**src/rtl/inst_queue_pkg.sv**
```systemverilog
`default_nettype none
// ============================================================================
//  Module      : inst_queue_pkg
//  Description : Shared IF/ID definitions for the instruction queue: default
//                depth, pointer width, 65-bit entry layout (pc, inst, excp)
//                with its field offsets, and a helper that packs one entry.
//  Ports       : none (package)
//  Revision    : 1.0 - initial release
// ============================================================================
package inst_queue_pkg;

  localparam int c_iq_depth_def = 8;
  localparam int c_iq_ptr_w     = $clog2(c_iq_depth_def);
  localparam int c_iq_entry_w   = 65;

  // Entry bit layout, LSB first: excp, then inst, then pc.
  localparam int c_iq_excp_bit  = 0;
  localparam int c_iq_inst_lsb  = 1;
  localparam int c_iq_pc_lsb    = 33;

  // Packed so that the member order matches the offsets above.
  typedef struct packed {
    logic [31:0] pc;
    logic [31:0] inst;
    logic        excp;
  } iq_entry_t;

  function automatic logic [c_iq_entry_w-1:0] iq_pack(
    input logic [31:0] pc,
    input logic [31:0] inst,
    input logic        excp
  );
    logic [c_iq_entry_w-1:0] e;
    e                         = '0;
    e[c_iq_pc_lsb +: 32]      = pc;
    e[c_iq_inst_lsb +: 32]    = inst;
    e[c_iq_excp_bit]          = excp;
    return e;
  endfunction

endpackage
`default_nettype wire

```
**src/rtl/inst_queue_ram.sv**
```systemverilog
`default_nettype none
// ============================================================================
//  Module      : inst_queue_ram
//  Description : DEPTH x 65-bit entry storage, two synchronous write ports and
//                two asynchronous read ports. No reset on the array.
//  Ports       : clk                        - write clock
//                i_we_n / i_waddr_n / i_wdata_n - write port n (n = 1, 2)
//                i_raddr_n / o_rdata_n      - combinational read port n
//  Revision    : 1.0 - initial release
// ============================================================================
module inst_queue_ram
  import inst_queue_pkg::*;
#(
  parameter int DEPTH = c_iq_depth_def,
  parameter int PTR_W = $clog2(DEPTH)
) (
  input  logic                    clk,
  input  logic                    i_we_1,
  input  logic [PTR_W-1:0]        i_waddr_1,
  input  logic [c_iq_entry_w-1:0] i_wdata_1,
  input  logic                    i_we_2,
  input  logic [PTR_W-1:0]        i_waddr_2,
  input  logic [c_iq_entry_w-1:0] i_wdata_2,
  input  logic [PTR_W-1:0]        i_raddr_1,
  output logic [c_iq_entry_w-1:0] o_rdata_1,
  input  logic [PTR_W-1:0]        i_raddr_2,
  output logic [c_iq_entry_w-1:0] o_rdata_2
);

  logic [c_iq_entry_w-1:0] r_mem [DEPTH];

  // The two write addresses are always tail and tail+1, so they never collide.
  always_ff @(posedge clk) begin
    if (i_we_1) r_mem[i_waddr_1] <= i_wdata_1;
    if (i_we_2) r_mem[i_waddr_2] <= i_wdata_2;
  end

  assign o_rdata_1 = r_mem[i_raddr_1];
  assign o_rdata_2 = r_mem[i_raddr_2];

endmodule
`default_nettype wire

```
**src/rtl/inst_queue.sv**
```systemverilog
`default_nettype none
// ============================================================================
//  Module      : inst_queue
//  Description : Two-wide instruction queue between fetch and decode.
//                Circular buffer with head/tail pointers and an entry count.
//                Optional macro INST_QUEUE_BYPASS_EN: when the queue is empty,
//                fetch data is forwarded straight to the decode outputs.
//  Ports       : clk, rst_n (async, active-low), flush
//                w_ena_1/2, w_pc_1/2, w_inst_1/2, w_excp_1/2 - fetch writes
//                r_ena_1/2                                 - decode consumes
//                r_valid_1/2, r_pc_1/2, r_inst_1/2, r_excp_1/2 - head entries
//                full (< 2 free entries), empty (no entries)
//  Revision    : 1.0 - initial release
// ============================================================================
module inst_queue
  import inst_queue_pkg::*;
#(
  parameter int DEPTH = c_iq_depth_def
) (
  input  logic        clk,
  input  logic        rst_n,
  input  logic        flush,
  input  logic        w_ena_1,
  input  logic        w_ena_2,
  input  logic [31:0] w_pc_1,
  input  logic [31:0] w_pc_2,
  input  logic [31:0] w_inst_1,
  input  logic [31:0] w_inst_2,
  input  logic        w_excp_1,
  input  logic        w_excp_2,
  input  logic        r_ena_1,
  input  logic        r_ena_2,
  output logic        r_valid_1,
  output logic        r_valid_2,
  output logic [31:0] r_pc_1,
  output logic [31:0] r_pc_2,
  output logic [31:0] r_inst_1,
  output logic [31:0] r_inst_2,
  output logic        r_excp_1,
  output logic        r_excp_2,
  output logic        full,
  output logic        empty
);

  localparam int                 c_ptr_w    = $clog2(DEPTH);
  localparam int                 c_cnt_w    = c_ptr_w + 1;
  localparam logic [c_cnt_w-1:0] c_full_thr = c_cnt_w'(DEPTH - 2);

  logic [c_ptr_w-1:0]      r_head;
  logic [c_ptr_w-1:0]      r_tail;
  logic [c_cnt_w-1:0]      r_count;

  logic [c_ptr_w-1:0]      w_head_p1;
  logic [c_ptr_w-1:0]      w_tail_p1;
  logic [c_iq_entry_w-1:0] w_rdata_1;
  logic [c_iq_entry_w-1:0] w_rdata_2;
  iq_entry_t               w_out_1;
  iq_entry_t               w_out_2;
  logic                    w_v1;
  logic                    w_v2;
  logic                    w_full;
  logic                    w_we_1;
  logic                    w_we_2;
  logic [1:0]              w_pops;
  logic [1:0]              w_pushes;

  assign w_head_p1 = r_head + c_ptr_w'(1);
  assign w_tail_p1 = r_tail + c_ptr_w'(1);

  // Full looks only at the registered count so fetch never depends on decode.
  assign w_full = (r_count > c_full_thr);

  // Dropped writes while full: fetch is expected to hold and retry.
  assign w_we_1   = w_ena_1 & ~w_full & ~flush;
  assign w_we_2   = w_we_1 & w_ena_2;
  assign w_pushes = {1'b0, w_we_1} + {1'b0, w_we_2};

  // r_ena_2 alone is ignored; slot 2 only pops together with slot 1.
  assign w_pops = {1'b0, r_ena_1 & w_v1} + {1'b0, r_ena_1 & r_ena_2 & w_v2};

  inst_queue_ram #(
    .DEPTH (DEPTH),
    .PTR_W (c_ptr_w)
  ) u_ram (
    .clk       (clk),
    .i_we_1    (w_we_1),
    .i_waddr_1 (r_tail),
    .i_wdata_1 (iq_pack(w_pc_1, w_inst_1, w_excp_1)),
    .i_we_2    (w_we_2),
    .i_waddr_2 (w_tail_p1),
    .i_wdata_2 (iq_pack(w_pc_2, w_inst_2, w_excp_2)),
    .i_raddr_1 (r_head),
    .o_rdata_1 (w_rdata_1),
    .i_raddr_2 (w_head_p1),
    .o_rdata_2 (w_rdata_2)
  );

  always_comb begin
    w_v1    = (r_count != '0);
    w_v2    = (r_count > c_cnt_w'(1));
    w_out_1 = iq_entry_t'(w_rdata_1);
    w_out_2 = iq_entry_t'(w_rdata_2);
`ifdef INST_QUEUE_BYPASS_EN
    // Empty queue: forward fetch data. Bypassed entries are still written at
    // tail, but head advances past any that are popped this cycle, so only
    // the unpopped ones remain queued.
    if ((r_count == '0) && !flush && rst_n) begin
      w_v1    = w_ena_1;
      w_v2    = w_ena_2;
      w_out_1 = iq_entry_t'(iq_pack(w_pc_1, w_inst_1, w_excp_1));
      w_out_2 = iq_entry_t'(iq_pack(w_pc_2, w_inst_2, w_excp_2));
    end
`endif
    // Invalid slots present zeros rather than stale storage.
    if (!w_v1) w_out_1 = '0;
    if (!w_v2) w_out_2 = '0;
  end

  assign r_valid_1 = w_v1;
  assign r_valid_2 = w_v2;
  assign r_pc_1    = w_out_1.pc;
  assign r_pc_2    = w_out_2.pc;
  assign r_inst_1  = w_out_1.inst;
  assign r_inst_2  = w_out_2.inst;
  assign r_excp_1  = w_out_1.excp;
  assign r_excp_2  = w_out_2.excp;
  assign full      = w_full;
  assign empty     = (r_count == '0);

  always_ff @(posedge clk or negedge rst_n) begin
    if (!rst_n) begin
      r_head  <= '0;
      r_tail  <= '0;
      r_count <= '0;
    end else if (flush) begin
      r_head  <= '0;
      r_tail  <= '0;
      r_count <= '0;
    end else begin
      r_head  <= r_head + c_ptr_w'(w_pops);
      r_tail  <= r_tail + c_ptr_w'(w_pushes);
      r_count <= r_count + c_cnt_w'(w_pushes) - c_cnt_w'(w_pops);
    end
  end

endmodule
`default_nettype wire

```
**config.mk**
```make
export PLATFORM = sky130hd
export DESIGN_NAME = inst_queue
export DESIGN_NICKNAME = d
export VERILOG_FILES = /design/src/rtl/inst_queue_pkg.sv /design/src/rtl/inst_queue_ram.sv /design/src/rtl/inst_queue.sv
export SDC_FILE = /design/constraint.sdc
export NUM_CORES = 1
export LEC_CHECK = 0
export ABC_AREA = 1
export BUFFER_PORTS_ARGS = -buffer_cell sky130_fd_sc_hd__buf_4
export CAP_MARGIN = 25
export CORE_ASPECT_RATIO = 2
export CORE_MARGIN = 2
export CORE_UTILIZATION = 37
export DETAILED_ROUTE_END_ITERATION = 10
export PLACE_DENSITY_LB_ADDON = 0.1
export SLEW_MARGIN = 20
export SYNTH_ARGS = -nofsm -noshare
export SYNTH_HDL_FRONTEND = slang
export SYNTH_SLANG_ARGS = --single-unit
export TNS_END_PERCENT = 50
```
**constraint.sdc**
```tcl
create_clock -name clk -period 5.3 [get_ports clk]
set_input_delay 0.265 -clock clk [delete_from_list [all_inputs] [get_ports clk]]
set_output_delay 0.265 -clock clk [all_outputs]
set_load 0.1 [all_outputs]
```
Yosys cells after proc, flatten, opt, wreduce, memory -nomap -nowiden
Memory sizes are Yosys's and may differ from the RTL's.
Index checks and enable logic that the tools add are counted.
W data, S select, Z words.
{"block": "totals", "ff_bits": 10, "latch_bits": 0, "ramBits": 520, "romBits": 0, "in_bits": 137, "output_inout_bits": 134, "elab_cells": 33, "memories": 1}
{"memory": "u_ram.r_mem", "depth": 8, "word_bits": 65, "read_ports": 2, "rd_clocked_by_memory_dff": 0, "wr": 2, "line_no": "inst_queue_ram.sv:30", "source": "logic [c_iq_entry_w-1:0] r_mem [DEPTH];"}
{"block": "classes", "addsub": 8, "multipliers": 0, "div": 0, "n_lt_le_gt_ge": 2, "n_eq_ne": 0, "shift": 0, "n_mux": 9, "n_bitwise": 8, "reduce_logical": 2}
{"operator": "$mux W65", "count": 2}
{"operator": "$add A3 B1 Y3 const B", "count": 2}
{"operator": "$add A3 B2 Y3", "count": 2}
{"operator": "$and A1 B1 Y1", "count": 6}
{"operator": "$mux W3", "count": 2}
{"operator": "$add A1 B1 Y2", "count": 2}
{"operator": "$add A4 B2 Y4", "count": 1}
{"operator": "$gt A4 B1 Y1 const B", "count": 1}
{"operator": "$gt A4 B3 Y1 const B", "count": 1}
{"operator": "$logic_not A4 Y1", "count": 1}
{"operator": "$mux W1", "count": 4}
{"operator": "$mux W4", "count": 1}
{"operator": "$reduce_bool A4 Y1", "count": 1}
{"operator": "$sub A4 B2 Y4", "count": 1}
{"operator": "$not A1 Y1", "count": 2}

Logic depth before layout (Yosys ltp)
{"block": "depth", "depth_word": 9, "depth_mapped": 16}

Modules after synthesis
Synthesis repeated with hierarchy kept, for this count alone.
{"block": "unflattened", "cells_unflattened": 5141, "area_unflattened_um2": 35845.6}
{"mod": "inst_queue_ram", "instances": 1, "cells_per_inst": 4774, "area_per_inst_um2": 33982.6}
{"mod": "inst_queue", "instances": 1, "cells_per_inst": 367, "area_per_inst_um2": 1863.0}

Least setup slack after synthesis
No wires, ideal clock.
{"block": "synth_timing", "kind": "reg-to-reg", "from": "reg r_count[2]", "to": "reg r_count[2]", "setup_time_ps": 119, "arrival_ps": 3492, "setup_slack_ps": 1689, "path_stages_with_launch": 15, "period_less_slack_ps": 3611, "path_cell_list": "dfrtp_1 > inv_1 > ha_1 > a21oi_1 > a21o_1 > clkbuf_1 > nand2_1 > nor2_1 > ha_1 > ha_1 > inv_1 > ha_1 > fa_1 > xnor2_1 > nor2_1"}
{"block": "synth_between", "word_cells_on_any_way": 14, "cone_classes": "4 x add/sub; 2 x order compare; 1 x mux; 6 x bitwise; 1 x reduce/logical"}
{"item": "start: declaration", "line_no": "inst_queue.sv:51", "source": "logic [c_cnt_w-1:0] r_count;"}
{"item": "start signal: assignment", "line_no": "inst_queue.sv:142", "source": "r_count <= r_count + c_cnt_w'(w_pushes) - c_cnt_w'(w_pops);"}
{"item": "$gt A4 B1 Y1", "line_no": "inst_queue.sv:100", "source": "w_v2 = (r_count > c_cnt_w'(1));"}
{"item": "net r_valid_2", "line_no": "inst_queue.sv:34", "source": "output logic r_valid_2,"}
{"item": "$and A1 B1 Y1", "line_no": "inst_queue.sv:79", "source": "assign w_pops = {1'b0, r_ena_1 & w_v1} + {1'b0, r_ena_1 & r_ena_2 & w_v2};"}
{"item": "$add A1 B1 Y2", "line_no": "inst_queue.sv:79"}
{"item": "$sub A4 B2 Y4", "line_no": "inst_queue.sv:142"}
{"item": "$mux W4", "line_no": "inst_queue.sv:135", "source": "end else if (flush) begin"}
The timed path passes the listed nets, and every way through them passes these cells.

Final worst setup path
{"block": "layout_timing", "from": "reg r_head[0]", "to": "out r_pc_2[7]"}
{"block": "layout_between", "elab_chain_len": 3}
{"item": "start: declaration", "line_no": "inst_queue.sv:49", "source": "logic [c_ptr_w-1:0] r_head;"}
{"item": "start signal: assignment", "line_no": "inst_queue.sv:140", "source": "r_head <= r_head + c_ptr_w'(w_pops);"}
{"item": "$add A3 B1 Y3", "line_no": "inst_queue.sv:67", "source": "assign w_head_p1 = r_head + c_ptr_w'(1);"}
{"item": "$mem_v2 Z8 W65"}
{"item": "$mux W65", "line_no": "inst_queue.sv:116", "source": "if (!w_v2) w_out_2 = '0;"}
{"item": "end: declaration", "line_no": "inst_queue.sv:36", "source": "output logic [31:0] r_pc_2,"}
Every way passes these cells.

==> results.md <==
- Area delta synth->final: 14.6%
- Final Hold Viols: 0
- Min Tclk post-route: 4270 ps
- Worst-Skew Late Latency: 660 ps
- Remaining global-route overflow: 0
- Clock Skews: 31.3 ps
- H-tree levels: 2
- Post_cts resized: 0
- Area leader, netlist: edfxtp_1
- Die X: 225 um
- CTS tree: done
- Clock slew at reported path FFs: 80 ps
- Post-synth top cells: nand2_1 (1,840), nand3_1 (861), nor2_1 (540)
- Status: finished clean
- R2R Setup Slk: 1290 ps
- Syn Nets: about 5,400
- Clock Root Buffer: clkbuf_16
- Deepest clock path buffer count: 3
- CP endpoint kind: output port
- Initial antenna violation count: 13
- Post-route ant nets: 0
- Mean Syn Cell Area: a little under 7 um2
- Pwr dens: around 640 nW/um2
- Dpl cells: roughly 6,300
- DIE AREA: 100,000 um2
- Worst r2r src: r_count[3]
- YS warnings: 0
- DRC: 0
- Highest Clock Rate: between 0.2 and 0.25 GHz
- Slew Limit Headroom: 0.267
- RR Endpoint: u_ram.r_mem[5][24]
- RSZ-0062 raised after global routing: no
- Via count: 35,500
- DP HPWL: about 84,000 um
- Largest net degree at the start of global routing: 230
- Synth cell types: 26
- Top cell type's share of synthesized area: 0.432
- # IOs: 271
- Worst Hold Depth: 3
- Final setup viols: 0
- Worst reg2reg path depth: 11
- Critical Path Source Type: flop
- Hold Startpoint: w_pc_2[14]
- Worst Hold Class: in -> reg
- Core area: 97,100 um2
- Crit. Startpoint: r_head[0]
- Number of flops mapped to enable cells by yosys: 520
- # rows: approximately 160
- Count leader, synth: nand2_1
- Synthesized flop and latch total: 530
- Top cells by area, synth: edfxtp_1 (43%), nand2_1 (19%), nand3_1 (12%)
- # fillers: 9,970
- Number of vias per cell: 5.43
- Nets: between 5,000 and 6,000
- WL/cell: about 23 um
- Final Cell Area: 41,400 um2
- Num CTS Buffers: 54
- Routed WL: 153,000 um
- Sink Count: 530
- Placed Area: between 30,000 and 40,000 um2
- Global-route usage over all layers: 0.300
- Design Power: 26.4 mW
- Fin crit share: 0.806
- First DRT Iteration DRCs: 3,418
- WP data required: between 5000 and 6000 ps
- CP max FO: 60
- Tightest Pin Transition: 1100 ps
- Final GP Congestion: roughly 0.81
- Fin. max-slew vios: 0
- Top_reg_cell synth: edfxtp_1
- Worst Hold End: u_ram.r_mem[5][47]
- Port Buffer Count: 270
- Fin cells: approximately 6,500
- Crit path kind: reg -> out
- FFs w/ async S/R, synth: 0.0189
- Chip height: 446 um
- Mapped Cells: approximately 5,200
- Share of layout cells above drive strength 1: 0.0858
- Vias in the first global route: 33,900
- Worst path arrival time: 4010 ps
- First-pass GRT wire length: 221,000 um
- WHS: 9.27 ps
- Seq/Total Area, Yosys: 0.439
- First-pass DRT Iterations: 6
- VDD IR max: 0.714 mV
- Leak pwr: 19.4 nW
- Max-cap violations: 0
- Synthesized area: 36,100 um2
- Setup TNS: 0 ps
- Initial Utilization: 0.372
## timing repair
action / 4_1_cts / 5_1_grt
hold buffers: 179 / 0
hold endpoints to repair: 527 / 0
endpoints found under the setup margin: 0 / 0
buffers inserted: 0 / 0
## power breakdown
part,internal (mW),switching (mW)
clock,2.28,1.82
sequential,4.80,0.0998
combinational,3.45,14.0
## per-stage QoR
step                       util  setup slack [ps]
after CTS                 0.426               993
after global placement    0.389              1500
after floorplan               -              1690
after global routing      0.426               940
final                     0.426              1030
after detailed placement  0.389              1490
## kinds of logic after synthesis
kind of cell	after synthesis	share of synthesized area
flops	530	0.439
fa+ha+maj	16	0.00637
xor+xnor	2	0.000485
buf+inv	939	0.121
compound gates	464	0.0644
simple gates	3248	0.368
## critical path, cell delays in order, from the launching register on
cell and delay [ps]:
dfrtp_4 560, ha_4 900, buf_4 610, nand3_1 140, nand3_1 110, nand2_1 70
nor2_1 470, buf_4 390
## sequential cells by signal, summed over array words and instances (netlist names)
register,count
r_head,3
u_ram.r_mem,520
r_tail,3
r_count,4
## placed cells by master, fill, tap and decap left out, drive strengths merged, types with 2 or more instances in the layout
cell,count
nor2,543
xnor2,2
o21ai,392
clkinv,20
buf,337
edfxtp,520
dlygate4sd3,179
dfrtp,10
ha,12
bufinv,6
a21oi,71
nand3,862
clkbuf,75
inv,424
nand2,1842
fa,4
diode,5
## area by class of cell
class,instances,area (um2),share of cell area
clock buffer,75,1510,0.0365
antenna,5,12.5,0.000302
tap,1230,1540,0.0372
clock inverter,26,273,0.00659
inverter,424,1610,0.0390
sequential,530,15900,0.383
timing repair buffer,516,4500,0.109
multi-input combinational,3730,16100,0.388
## worst max-delay path by stage
stage	end	slack (ps)	cells past startpoint
final	r_pc_2[7]	1030	7
after global routing	r_pc_1[18]	940	7
after CTS	r_pc_2[28]	990	8
after detailed placement	u_ram.r_mem[1][45]	1490	7
after global placement	u_ram.r_mem[3][47]	1500	8
after floorplan	r_count[2]	1690	14
## per-layer routing
layer | up-vias | wire length [um] | track usage
met5 | - | 39 | 0
met3 | 356 | 8710 | 0.0297
met2 | 1464 | 79800 | 0.555
met4 | 8 | 7230 | 0.136
met1 | 17000 | 57300 | 0.344
li1 | 16700 | - | -
Note: power is estimated with default switching activity, not from simulation.
